**src/rtl/arb_m2_if.sv**
```systemverilog
// Bundle of the two master request/response ports and the downstream slave port of arb_m2.
// The arbiter connects through the slave modport; the master modport is the environment view.
interface arb_m2_if;
  logic        m0_req;
  logic        m0_we;
  logic [31:0] m0_addr;
  logic [3:0]  m0_be;
  logic [31:0] m0_wdata;
  logic        m0_ack;
  logic        m0_resp;
  logic [31:0] m0_rdata;

  logic        m1_req;
  logic        m1_we;
  logic [31:0] m1_addr;
  logic [3:0]  m1_be;
  logic [31:0] m1_wdata;
  logic        m1_ack;
  logic        m1_resp;
  logic [31:0] m1_rdata;

  logic        s_req;
  logic        s_we;
  logic [31:0] s_addr;
  logic [3:0]  s_be;
  logic [31:0] s_wdata;
  logic        s_ack;
  logic        s_resp;
  logic [31:0] s_rdata;

  modport slave (
    input  m0_req, m0_we, m0_addr, m0_be, m0_wdata,
    output m0_ack, m0_resp, m0_rdata,
    input  m1_req, m1_we, m1_addr, m1_be, m1_wdata,
    output m1_ack, m1_resp, m1_rdata,
    output s_req, s_we, s_addr, s_be, s_wdata,
    input  s_ack, s_resp, s_rdata
  );

  modport master (
    output m0_req, m0_we, m0_addr, m0_be, m0_wdata,
    input  m0_ack, m0_resp, m0_rdata,
    output m1_req, m1_we, m1_addr, m1_be, m1_wdata,
    input  m1_ack, m1_resp, m1_rdata,
    input  s_req, s_we, s_addr, s_be, s_wdata,
    output s_ack, s_resp, s_rdata
  );
endinterface

```
**src/rtl/arb_m2.sv**
```systemverilog
// Two-master to one-slave request arbiter with sticky grant and an owner FIFO for read responses.
// Define ARB_M2_RR_EN for round-robin arbitration; otherwise m0 has fixed priority.
module arb_m2 #(
  parameter int OUTSTANDING_DEPTH = 4
) (
  input  logic     clk_i,
  input  logic     rst_i,
  arb_m2_if.slave  bus
);
  localparam int PW = $clog2(OUTSTANDING_DEPTH);
  localparam int CW = PW + 1;

  logic [CW-1:0]                count_q, count_d;
  logic [PW-1:0]                rd_ptr_q, rd_ptr_d;
  logic [PW-1:0]                wr_ptr_q, wr_ptr_d;
  logic [OUTSTANDING_DEPTH-1:0] owner_q, owner_d;
  logic                         lock_q, lock_d;
  logic                         lock_idx_q, lock_idx_d;
`ifdef ARB_M2_RR_EN
  logic                         prio_q, prio_d;
`endif

  logic full, elig0, elig1, gnt_vld, gnt_idx, sel_we, push, pop, head, busy;

  always_comb begin
    full  = (count_q == CW'(OUTSTANDING_DEPTH));
    elig0 = bus.m0_req & (bus.m0_we | ~full);
    elig1 = bus.m1_req & (bus.m1_we | ~full);
    if (lock_q) begin
      // A stalled request keeps the channel until the slave accepts it.
      gnt_idx = lock_idx_q;
      gnt_vld = lock_idx_q ? elig1 : elig0;
    end else begin
`ifdef ARB_M2_RR_EN
      gnt_idx = (elig0 & elig1) ? prio_q : elig1;
`else
      gnt_idx = ~elig0;
`endif
      gnt_vld = elig0 | elig1;
    end
    gnt_vld = gnt_vld & ~rst_i;
    sel_we  = gnt_idx ? bus.m1_we : bus.m0_we;
  end

  always_comb begin
    bus.s_req   = gnt_vld;
    bus.s_we    = gnt_vld & sel_we;
    bus.s_addr  = gnt_vld ? (gnt_idx ? bus.m1_addr  : bus.m0_addr)  : '0;
    bus.s_be    = gnt_vld ? (gnt_idx ? bus.m1_be    : bus.m0_be)    : '0;
    bus.s_wdata = gnt_vld ? (gnt_idx ? bus.m1_wdata : bus.m0_wdata) : '0;
    bus.m0_ack  = gnt_vld & ~gnt_idx & bus.s_ack;
    bus.m1_ack  = gnt_vld &  gnt_idx & bus.s_ack;
  end

  always_comb begin
    busy         = ~rst_i & (count_q != '0);
    head         = owner_q[rd_ptr_q];
    bus.m0_resp  = busy & ~head & bus.s_resp;
    bus.m1_resp  = busy &  head & bus.s_resp;
    bus.m0_rdata = (busy & ~head) ? bus.s_rdata : '0;
    bus.m1_rdata = (busy &  head) ? bus.s_rdata : '0;
  end

  always_comb begin
    push     = gnt_vld & bus.s_ack & ~sel_we;
    pop      = busy & bus.s_resp;
    owner_d  = owner_q;
    if (push) owner_d[wr_ptr_q] = gnt_idx;
    wr_ptr_d = wr_ptr_q + PW'(push);
    rd_ptr_d = rd_ptr_q + PW'(pop);
    count_d  = count_q + CW'(push) - CW'(pop);

    lock_d     = lock_q;
    lock_idx_d = lock_idx_q;
    if (bus.s_ack) begin
      lock_d = 1'b0;
    end else if (gnt_vld) begin
      lock_d     = 1'b1;
      lock_idx_d = gnt_idx;
    end
`ifdef ARB_M2_RR_EN
    prio_d = prio_q;
    if (gnt_vld & bus.s_ack) prio_d = ~gnt_idx;
`endif
  end

  always_ff @(posedge clk_i) begin
    if (rst_i) begin
      count_q    <= '0;
      rd_ptr_q   <= '0;
      wr_ptr_q   <= '0;
      owner_q    <= '0;
      lock_q     <= 1'b0;
      lock_idx_q <= 1'b0;
`ifdef ARB_M2_RR_EN
      prio_q     <= 1'b0;
`endif
    end else begin
      count_q    <= count_d;
      rd_ptr_q   <= rd_ptr_d;
      wr_ptr_q   <= wr_ptr_d;
      owner_q    <= owner_d;
      lock_q     <= lock_d;
      lock_idx_q <= lock_idx_d;
`ifdef ARB_M2_RR_EN
      prio_q     <= prio_d;
`endif
    end
  end
endmodule

```
**src/flat_wrapper.sv**
```systemverilog
// flat-port wrapper written by rule: the top's interface ports become plain ports
module arb_m2_flat 
#(
  parameter int OUTSTANDING_DEPTH = 4
)
  (clk_i, rst_i, bus_m0_req, bus_m0_we, bus_m0_addr, bus_m0_be, bus_m0_wdata, bus_m0_ack, bus_m0_resp, bus_m0_rdata, bus_m1_req, bus_m1_we, bus_m1_addr, bus_m1_be, bus_m1_wdata, bus_m1_ack, bus_m1_resp, bus_m1_rdata, bus_s_req, bus_s_we, bus_s_addr, bus_s_be, bus_s_wdata, bus_s_ack, bus_s_resp, bus_s_rdata);
  arb_m2_if bus_i ();
  input  logic clk_i;
  input  logic rst_i;
  input wire logic [$bits(bus_i.m0_req)-1:0] bus_m0_req;
  input wire logic [$bits(bus_i.m0_we)-1:0] bus_m0_we;
  input wire logic [$bits(bus_i.m0_addr)-1:0] bus_m0_addr;
  input wire logic [$bits(bus_i.m0_be)-1:0] bus_m0_be;
  input wire logic [$bits(bus_i.m0_wdata)-1:0] bus_m0_wdata;
  output wire logic [$bits(bus_i.m0_ack)-1:0] bus_m0_ack;
  output wire logic [$bits(bus_i.m0_resp)-1:0] bus_m0_resp;
  output wire logic [$bits(bus_i.m0_rdata)-1:0] bus_m0_rdata;
  input wire logic [$bits(bus_i.m1_req)-1:0] bus_m1_req;
  input wire logic [$bits(bus_i.m1_we)-1:0] bus_m1_we;
  input wire logic [$bits(bus_i.m1_addr)-1:0] bus_m1_addr;
  input wire logic [$bits(bus_i.m1_be)-1:0] bus_m1_be;
  input wire logic [$bits(bus_i.m1_wdata)-1:0] bus_m1_wdata;
  output wire logic [$bits(bus_i.m1_ack)-1:0] bus_m1_ack;
  output wire logic [$bits(bus_i.m1_resp)-1:0] bus_m1_resp;
  output wire logic [$bits(bus_i.m1_rdata)-1:0] bus_m1_rdata;
  output wire logic [$bits(bus_i.s_req)-1:0] bus_s_req;
  output wire logic [$bits(bus_i.s_we)-1:0] bus_s_we;
  output wire logic [$bits(bus_i.s_addr)-1:0] bus_s_addr;
  output wire logic [$bits(bus_i.s_be)-1:0] bus_s_be;
  output wire logic [$bits(bus_i.s_wdata)-1:0] bus_s_wdata;
  input wire logic [$bits(bus_i.s_ack)-1:0] bus_s_ack;
  input wire logic [$bits(bus_i.s_resp)-1:0] bus_s_resp;
  input wire logic [$bits(bus_i.s_rdata)-1:0] bus_s_rdata;
  assign bus_i.m0_req = bus_m0_req;
  assign bus_i.m0_we = bus_m0_we;
  assign bus_i.m0_addr = bus_m0_addr;
  assign bus_i.m0_be = bus_m0_be;
  assign bus_i.m0_wdata = bus_m0_wdata;
  assign bus_m0_ack = bus_i.m0_ack;
  assign bus_m0_resp = bus_i.m0_resp;
  assign bus_m0_rdata = bus_i.m0_rdata;
  assign bus_i.m1_req = bus_m1_req;
  assign bus_i.m1_we = bus_m1_we;
  assign bus_i.m1_addr = bus_m1_addr;
  assign bus_i.m1_be = bus_m1_be;
  assign bus_i.m1_wdata = bus_m1_wdata;
  assign bus_m1_ack = bus_i.m1_ack;
  assign bus_m1_resp = bus_i.m1_resp;
  assign bus_m1_rdata = bus_i.m1_rdata;
  assign bus_s_req = bus_i.s_req;
  assign bus_s_we = bus_i.s_we;
  assign bus_s_addr = bus_i.s_addr;
  assign bus_s_be = bus_i.s_be;
  assign bus_s_wdata = bus_i.s_wdata;
  assign bus_i.s_ack = bus_s_ack;
  assign bus_i.s_resp = bus_s_resp;
  assign bus_i.s_rdata = bus_s_rdata;
  arb_m2 #(.OUTSTANDING_DEPTH(OUTSTANDING_DEPTH)) u_core (.clk_i(clk_i), .rst_i(rst_i), .bus(bus_i));
endmodule
```
**config.mk**
```make
export PLATFORM = sky130hd
export DESIGN_NAME = arb_m2_flat
export DESIGN_NICKNAME = d
export VERILOG_FILES = /design/src/rtl/arb_m2_if.sv /design/src/rtl/arb_m2.sv /design/src/flat_wrapper.sv
export SDC_FILE = /design/constraint.sdc
export NUM_CORES = 1
export LEC_CHECK = 0
export BUFFER_PORTS_ARGS = -buffer_cell sky130_fd_sc_hd__buf_2
export CAP_MARGIN = 20
export CORE_AREA = 2 2 122 124
export DETAILED_ROUTE_END_ITERATION = 7
export DIE_AREA = 0 0 124 126
export MAX_ROUTING_LAYER = met4
export PLACE_DENSITY = 0.47
export REMOVE_ABC_BUFFERS = 1
export SETUP_SLACK_MARGIN = 0.05
export SYNTH_ARGS = -nofsm -noshare
export SYNTH_HDL_FRONTEND = slang
export SYNTH_SLANG_ARGS = --single-unit
```
**constraint.sdc**
```tcl
create_clock -name clk_i -period 2.5 [get_ports clk_i]
set_input_delay 0.5 -clock clk_i [delete_from_list [all_inputs] [get_ports clk_i]]
set_output_delay 0.5 -clock clk_i [all_outputs]
set_load 0.05 [all_outputs]
```
==> results of run 1 <==
-- layer usage --
| layer | global-route usage (%) | vias to the layer above |
|---|---|---|
| met5 | - | - |
| met4 | 3.767 | 0 |
| met3 | 1.947 | 15 |
| met2 | 26.44 | 128 |
| met1 | 19.31 | 1857 |
| li1 | - | 1967 |
-- where the power goes --
part,internal [mW],switching [mW]
combinational,1.18,1.71
clock,0.215,0.0918
sequential,0.236,0.0288
-- cell type report --
class | count | area (sq um)
clock buffer | 4 | 78.83
fill | 1455 | 8284
inverter | 9 | 33.78
multi-input combinational | 332 | 2399
sequential | 13 | 267.8
tap | 184 | 230.2
timing repair buffer | 373 | 3020
-- path summary, 6_finish.rpt --
path | to | depth (start not counted) | slack, ps
hold / removal | u_core.owner_q[2] | 2 | 450
setup / recovery | bus_s_wdata[12] | 7 | -40
hold reg to reg | u_core.owner_q[2] | 2 | 450
setup reg to reg | u_core.count_q[2] | 11 | 200
-- stage by stage --
| step | hold slack (ps) | cells | setup TNS (ps) | util, % | setup slack, ps |
|---|---|---|---|---|---|
| global route | 479.0 | 915 | -3266 | 42.12 | -78.54 |
| detailed placement | 452.9 | 887 | -12790 | 29.31 | -277.8 |
| CTS | 461.2 | 899 | -77.70 | 37.10 | -24.44 |
| global placement | 459.9 | 887 | -12020 | 29.31 | -337.1 |
| floorplan | 431.7 | 354 | -288500 | - | -3711 |
| finish | 453.9 | 915 | -385.2 | 42.12 | -37.51 |
-- tightest hold or removal path, stage by stage (launching register included) --
cell and delay, ps:
dfxtp_1 300, nand2_1 50, mux2i_1 50
-- cell families (layout without fill, tap and decap cells) --
family | after synthesis | in the layout
buffers and inverters | 45 | 386
multiplexers | 4 | 4
flip-flops | 13 | 13
XOR/XNOR | 4 | 4
AO/OA/AOI/OAI | 80 | 80
adder cells (fa/ha/maj) | 5 | 5
AND/OR/NAND/NOR | 239 | 239
-- registers in the layout (all words and copies together) (netlist names) --
name               count
u_core.owner_q         4
u_core.count_q         3
u_core.rd_ptr_q        2
u_core.wr_ptr_q        2
u_core.lock_idx_q      1
u_core.lock_q          1
-- what timing repair did --
action / in CTS / in global routing
gates resized for setup: 249 / 126
endpoints found under the setup margin: 104 / 104
setup buffers: 5 / 10
hold endpoints to repair: 0 / 0
pin swaps: 2 / 25
cloned: 3 / 7
-- cell usage in the layout, fill, tap and decap left out, types with 2 or more instances in the layout --
cell type and instances:
nand2_4 5, a21oi_4 32, buf_2 209, dfxtp_1 9, inv_1 9, nand2b_1 3, nor4b_4 2, clkbuf_16 9
buf_12 11, nand2_2 10, xnor2_1 4, buf_6 98, and3_1 33, mux2i_1 2, and2_1 23, and2_4 11
nor2b_1 5, dfxtp_2 3, nor2_2 2, nor3_4 2, ha_1 4, nor2_1 7, nand2_1 128, buf_16 4
buf_8 7, a21oi_2 36, nor4_1 2, or4_1 2, o311ai_1 2, buf_4 38
==> summary.txt, run 1 <==
DRT Pass-1 Iters -> 5
Clk root buf -> clkbuf_16
Grt total ovfl -> 0
Initial antenna violation count -> 0
PwrDens -> 574.6 mW/mm^2
Maximum fanout along the worst path -> 9
Most common cell in the netlist -> nand2_1
Final hold violations -> 0
Met2 Wirelength -> 7.376 mm
Gr usage total -> 15.51%
Top layer in use -> met4
ANT cells -> 0
Cell Rows -> 44
CTS Buf Count -> 3
Mapped cell area -> 0.002166 sq mm
M1 WL -> 6.216 mm
WL final -> 14.39 mm
Post-synthesis simple-gate area fraction -> 51.70%
Avg WL per Cell -> 15.73 um
Seq cells post-synth -> 13
Critical path's top delay family -> simple AND/OR/NAND/NOR gates
Syn-to-layout area delta -> 178.4%
Post-synth EDFFs -> 0
Hold path startpoint -> u_core.owner_q[2]
Die width -> 124 um
Syn Inst Count -> 390
Post-synth top cells -> 143 x nand2_1, 69 x a21oi_1, 34 x and2_1
# Max-Cap Violations -> 0
H-Tree Depth -> 1
# IOs -> 314
RSZ-0062 raised after global routing -> yes
Routed length on met3 -> 613 um
WP data required -> 2000 ps
Compound-Gate Fraction of Synth Area -> 20.16%
CP Launch Type -> register
Vias in the first global route -> 3,669
CTS tree -> yes
Cell Chain, Critical Path -> nor4b_4 -> o22a_2 -> or3_4 -> buf_12 -> buf_16 -> a21oi_4 -> buf_8
Yosys cell types -> 35
Period Utilization, post-route -> 101.5%
Prevailing post-synth register cell -> dfxtp_1
Post-synthesis mux area share -> 2.484%
P_leak -> 3.069 nW
Die area -> 0.01562 sq mm
Clock latency on the worst-skew pair -> 250 ps
Worst Path Arrival -> 2040 ps
HP Class -> register to register
Maximum vdd drop -> 0.0002252 V
Final-stage net count -> 913
Power Total -> 3.464 mW
Largest cells by area after synthesis -> nand2_1 25%, a21oi_1 16%, dfxtp_1 12%, and2_1 9.8%, and3_1 9.5%
Slew Limit Fails -> 0
Slowest cell on the critical path -> or3_4
DR DRC count -> 0
Worst R2R Start -> u_core.count_q[0]
Average size of a mapped cell -> 5.553 sq um
Tightest Pin Transition -> 313.7 ps
PortBufs -> 313
HPWL Detailed -> 9.202 mm
Crit path launch -> u_core.count_q[2]
Core Area -> 0.01431 sq mm
TritonCTS Sinks -> 13
Largest family of logic cells by synthesized area -> simple AND/OR/NAND/NOR gates
Failing checks -> setup timing
CTS Buffer Depth -> 2
Share of post-route cells with drive strength above 1 -> 66.89%
Routed via count -> 3,967
Routed Antenna Nets -> 0
Initial Util -> 15.13%
Critical Path Sink Type -> primary output
Fraction of registers with async set/reset -> 0%
Worst path buffer plus inverter count -> 3
Adder-cell share of the synthesized area -> 3.235%
Slew margin rel. -> 78.90%
XOR/XNOR share of the synthesized area -> 1.618%
Post-route worst setup slack -> -37.51 ps
Fmax -> 0.3941 GHz
Share of the synthesized area in the top cell type -> 24.78%
Clock skew -> 2.495 ps
Post-route cell area -> 0.006030 sq mm
Reg clk slew, reported paths -> 50 ps
First-pass GRT wire length -> 18.86 mm
Critical path type -> register to primary output
CP max stage delay -> 430 ps
Via-per-instance ratio -> 4.336
Largest area contributor in the netlist -> nand2_1
Die H -> 126 um
Seq/Total Area, Yosys -> 12.02%
CTS hold repair buffers -> 0
Status -> finished, violations left
Routability cong. -> 0.8200
Placed cell area -> 0.004195 sq mm
Pin count of the biggest net entering global routing -> 48
Final Setup Violations -> 28
Ys Warns -> 0
DR iter-0 viols -> 170
Tmin final -> 2538 ps
(Power assumes the default switching activity.)
==> run 2: changes to the inputs <==
GPL_ROUTABILITY_DRIVEN = 0   (was not set)
RECOVER_POWER = 25   (was not set)
==> run 2 against run 1 <==
The flow still finishes with violations (setup timing). Power shrank 0.45%. First-iteration DRC count is the same. Worst setup slack is essentially flat. Final cell count is the same. Sequential power is essentially flat. Fmax is essentially flat. Hold slack is essentially flat. Critical path depth is the same. Clock skew is essentially flat. Core utilization shrank 0.079 points. Via count is essentially flat. Clock-buffer cell count is the same. Critical endpoint unchanged. Highest routed layer unchanged.
==> summary.txt, run 2 (synthesis results as in run 1) <==
Hold path startpoint -> u_core.owner_q[2]
Fin Hold WS -> 453.9 ps (-0.03100 ps)
# IOs -> 314 (unchanged)
First-pass GRT wire length -> 18.86 mm (unchanged)
Worst path buffer plus inverter count -> 3 (unchanged)
GR Layer Usage met3 -> 1.947% (unchanged)
Initial Util -> 15.13% (unchanged)
Initial antenna violation count -> 0 (unchanged)
Die area -> 0.01562 sq mm (unchanged)
Critical Path Sink Type -> primary output
CP max stage delay -> 430 ps (about the same)
Cell internal pwr -> 1.622 mW (-0.50%)
Final Setup Violations -> 28 (unchanged)
Met1 GRT Util -> 19.31% (unchanged)
Core Area -> 0.01431 sq mm (unchanged)
Clock power frac -> 8.9% (about the same)
TritonCTS Sinks -> 13 (unchanged)
Top flop regs -> u_core.owner_q (4), u_core.count_q (3)
Cell Rows -> 44 (unchanged)
Status -> finished, violations left
Share of post-route cells with drive strength above 1 -> 66.76% (-0.14 points)
WL final -> 14.39 mm (about the same)
Final hold violations -> 0 (unchanged)
Slew margin rel. -> 79.49% (+0.60 points)
Final core occ -> 42.05% (-0.079 points)
Fmax -> 0.3941 GHz (about the same)
Post-route cell area -> 0.006018 sq mm (-0.19%)
Failing checks -> setup timing
Slew Limit Fails -> 0 (unchanged)
DRT Pass-1 Iters -> 5 (unchanged)
Cell Chain, Critical Path -> nor4b_4 -> o22a_2 -> or3_4 -> buf_12 -> buf_16 -> a21oi_4 -> buf_8
CTS Buf Count -> 3 (unchanged)
Seq pwr share -> 7.7% (about the same)
Die H -> 126 um (unchanged)
Vias in the first global route -> 3,669 (unchanged)
Placed cell area -> 0.004195 sq mm (unchanged)
Sw Share -> 52.97% (about the same)
Worst Path Arrival -> 2040 ps (about the same)
# Max-Cap Violations -> 0 (unchanged)
Slowest cell on the critical path -> or3_4
Flop2flop setup slack -> 80 ps (-120 ps)
NetSw -> 1.827 mW (-0.41%)
Commonest non-fill, non-tap cells in the layout -> 209 x buf_2, 128 x nand2_1, 98 x buf_6, 38 x buf_4, 36 x a21oi_2
RSZ-0062 raised after global routing -> yes
Critical path type -> register to primary output
HPWL Detailed -> 9.202 mm (unchanged)
Top reg by flops -> u_core.owner_q
Clk root buf -> clkbuf_16
Clock latency on the worst-skew pair -> 250 ps (about the same)
Power Total -> 3.449 mW (-0.45%)
CP Launch Type -> register
Tightest Pin Transition -> 303.7 ps (-9.943 ps)
Routed via count -> 3,970 (+0.076%)
Reg clk slew, reported paths -> 50 ps (about the same)
H-Tree Depth -> 1 (unchanged)
CTS hold repair buffers -> 0 (unchanged)
PwrDens -> 573.0 mW/mm^2 (-0.27%)
Maximum fanout along the worst path -> 9 (unchanged)
DR DRC count -> 0 (unchanged)
Final-stage net count -> 913 (unchanged)
DR iter-0 viols -> 170 (unchanged)
Period Utilization, post-route -> 101.5% (about the same)
Hold path depth -> 2 (unchanged)
Combinational share of power -> 83.4% (about the same)
Busiest grt layer -> met2
Tmin final -> 2537 ps (-0.3819 ps)
Multi-input gate area -> 0.002387 sq mm (-0.47%)
Most common cell after layout, fill and taps aside -> buf_2
Gr usage total -> 15.51% (unchanged)
HP Class -> register to register
CTS tree -> yes
Clock skew -> 2.052 ps (-0.4436 ps)
WHS Endpoint -> u_core.owner_q[2]
Via-per-instance ratio -> 4.339 (about the same)
P_leak -> 3.065 nW (-0.13%)
FF-to-FF path depth -> 11 (unchanged)
R2r endpoint -> u_core.count_q[2]
Met2 Use GR -> 26.44% (unchanged)
Syn-to-layout area delta -> 177.9%
Post-route worst setup slack -> -37.13 ps (+0.3819 ps)
CTS Buffer Depth -> 2 (unchanged)
Post-route setup TNS -> -377.7 ps (+7.481 ps)
Die width -> 124 um (unchanged)
Maximum vdd drop -> 0.0002253 V (about the same)
Worst R2R Start -> u_core.count_q[0]
ANT cells -> 0 (unchanged)
Max reg flops -> 4 (unchanged)
Pin count of the biggest net entering global routing -> 48 (unchanged)
Fillers -> 1,456 (+0.069%)
WP data required -> 2000 ps (about the same)
Avg WL per Cell -> 15.73 um (about the same)
Sequential cell area -> 267.8 sq um (unchanged)
Routed Antenna Nets -> 0 (unchanged)
Critical path's top delay family -> simple AND/OR/NAND/NOR gates
Grt total ovfl -> 0 (unchanged)
PortBufs -> 313 (unchanged)
[run 2: per-layer routing]
layer | vias up | wire length, um
li1 | 1967 | -
met1 | 1856 | 6207
met2 | 132 | 7388
met3 | 15 | 611
met4 | 0 | 183
met5 | - | 0
[run 2: power by group through the flow]
stage,sequential (mW),combinational [mW],clock (mW)
floorplan,0.256,1.30,0
global placement,0.254,1.98,0
detailed placement,0.253,1.97,0
CTS,0.263,2.42,0.312
global route,0.268,3.02,0.326
finish,0.265,2.88,0.307
[run 2: timing repair]
item	CTS	global route
cloned	3	7
pin swaps	2	25
gates resized for setup	249	126
setup endpoints to repair	104	104
buffers inserted	5	10
[run 2: worst max-delay path by stage]
| stage | slack [ps] | cells past startpoint | to | start |
|---|---|---|---|---|
| after floorplan | -3710 | 4 | bus_m1_ack | bus_m0_we |
| after detailed placement | -280 | 8 | bus_s_wdata[12] | bus_m1_we |
| after global placement | -340 | 8 | bus_s_wdata[12] | bus_m1_we |
| final | -40 | 7 | bus_s_wdata[12] | u_core.count_q[2] |
| after global routing | -90 | 11 | u_core.count_q[2] | u_core.count_q[0] |
| after CTS | -20 | 7 | bus_s_wdata[1] | u_core.count_q[2] |
[run 2: area by class of cell]
cell class,count,share of cell area [%]
timing repair buffer,373,50.19
multi-input combinational,332,39.67
sequential,13,4.449
tap,184,3.825
clock buffer,4,1.310
inverter,9,0.5613
[run 2: stage by stage]
| step | cells | setup WS, ps |
|---|---|---|
| finish | 915 | -37.13 |
| global route | 915 | -91.40 |
| CTS | 899 | -24.44 |
| detailed placement | 887 | -277.8 |
| global placement | 887 | -337.1 |
| floorplan | 354 | -3711 |
[run 2: tightest hold or removal path, delay by kind of cell (launching register included)]
kind          cells  cell delay, ps
mux               1              50
flops             1             300
simple gates      1              50
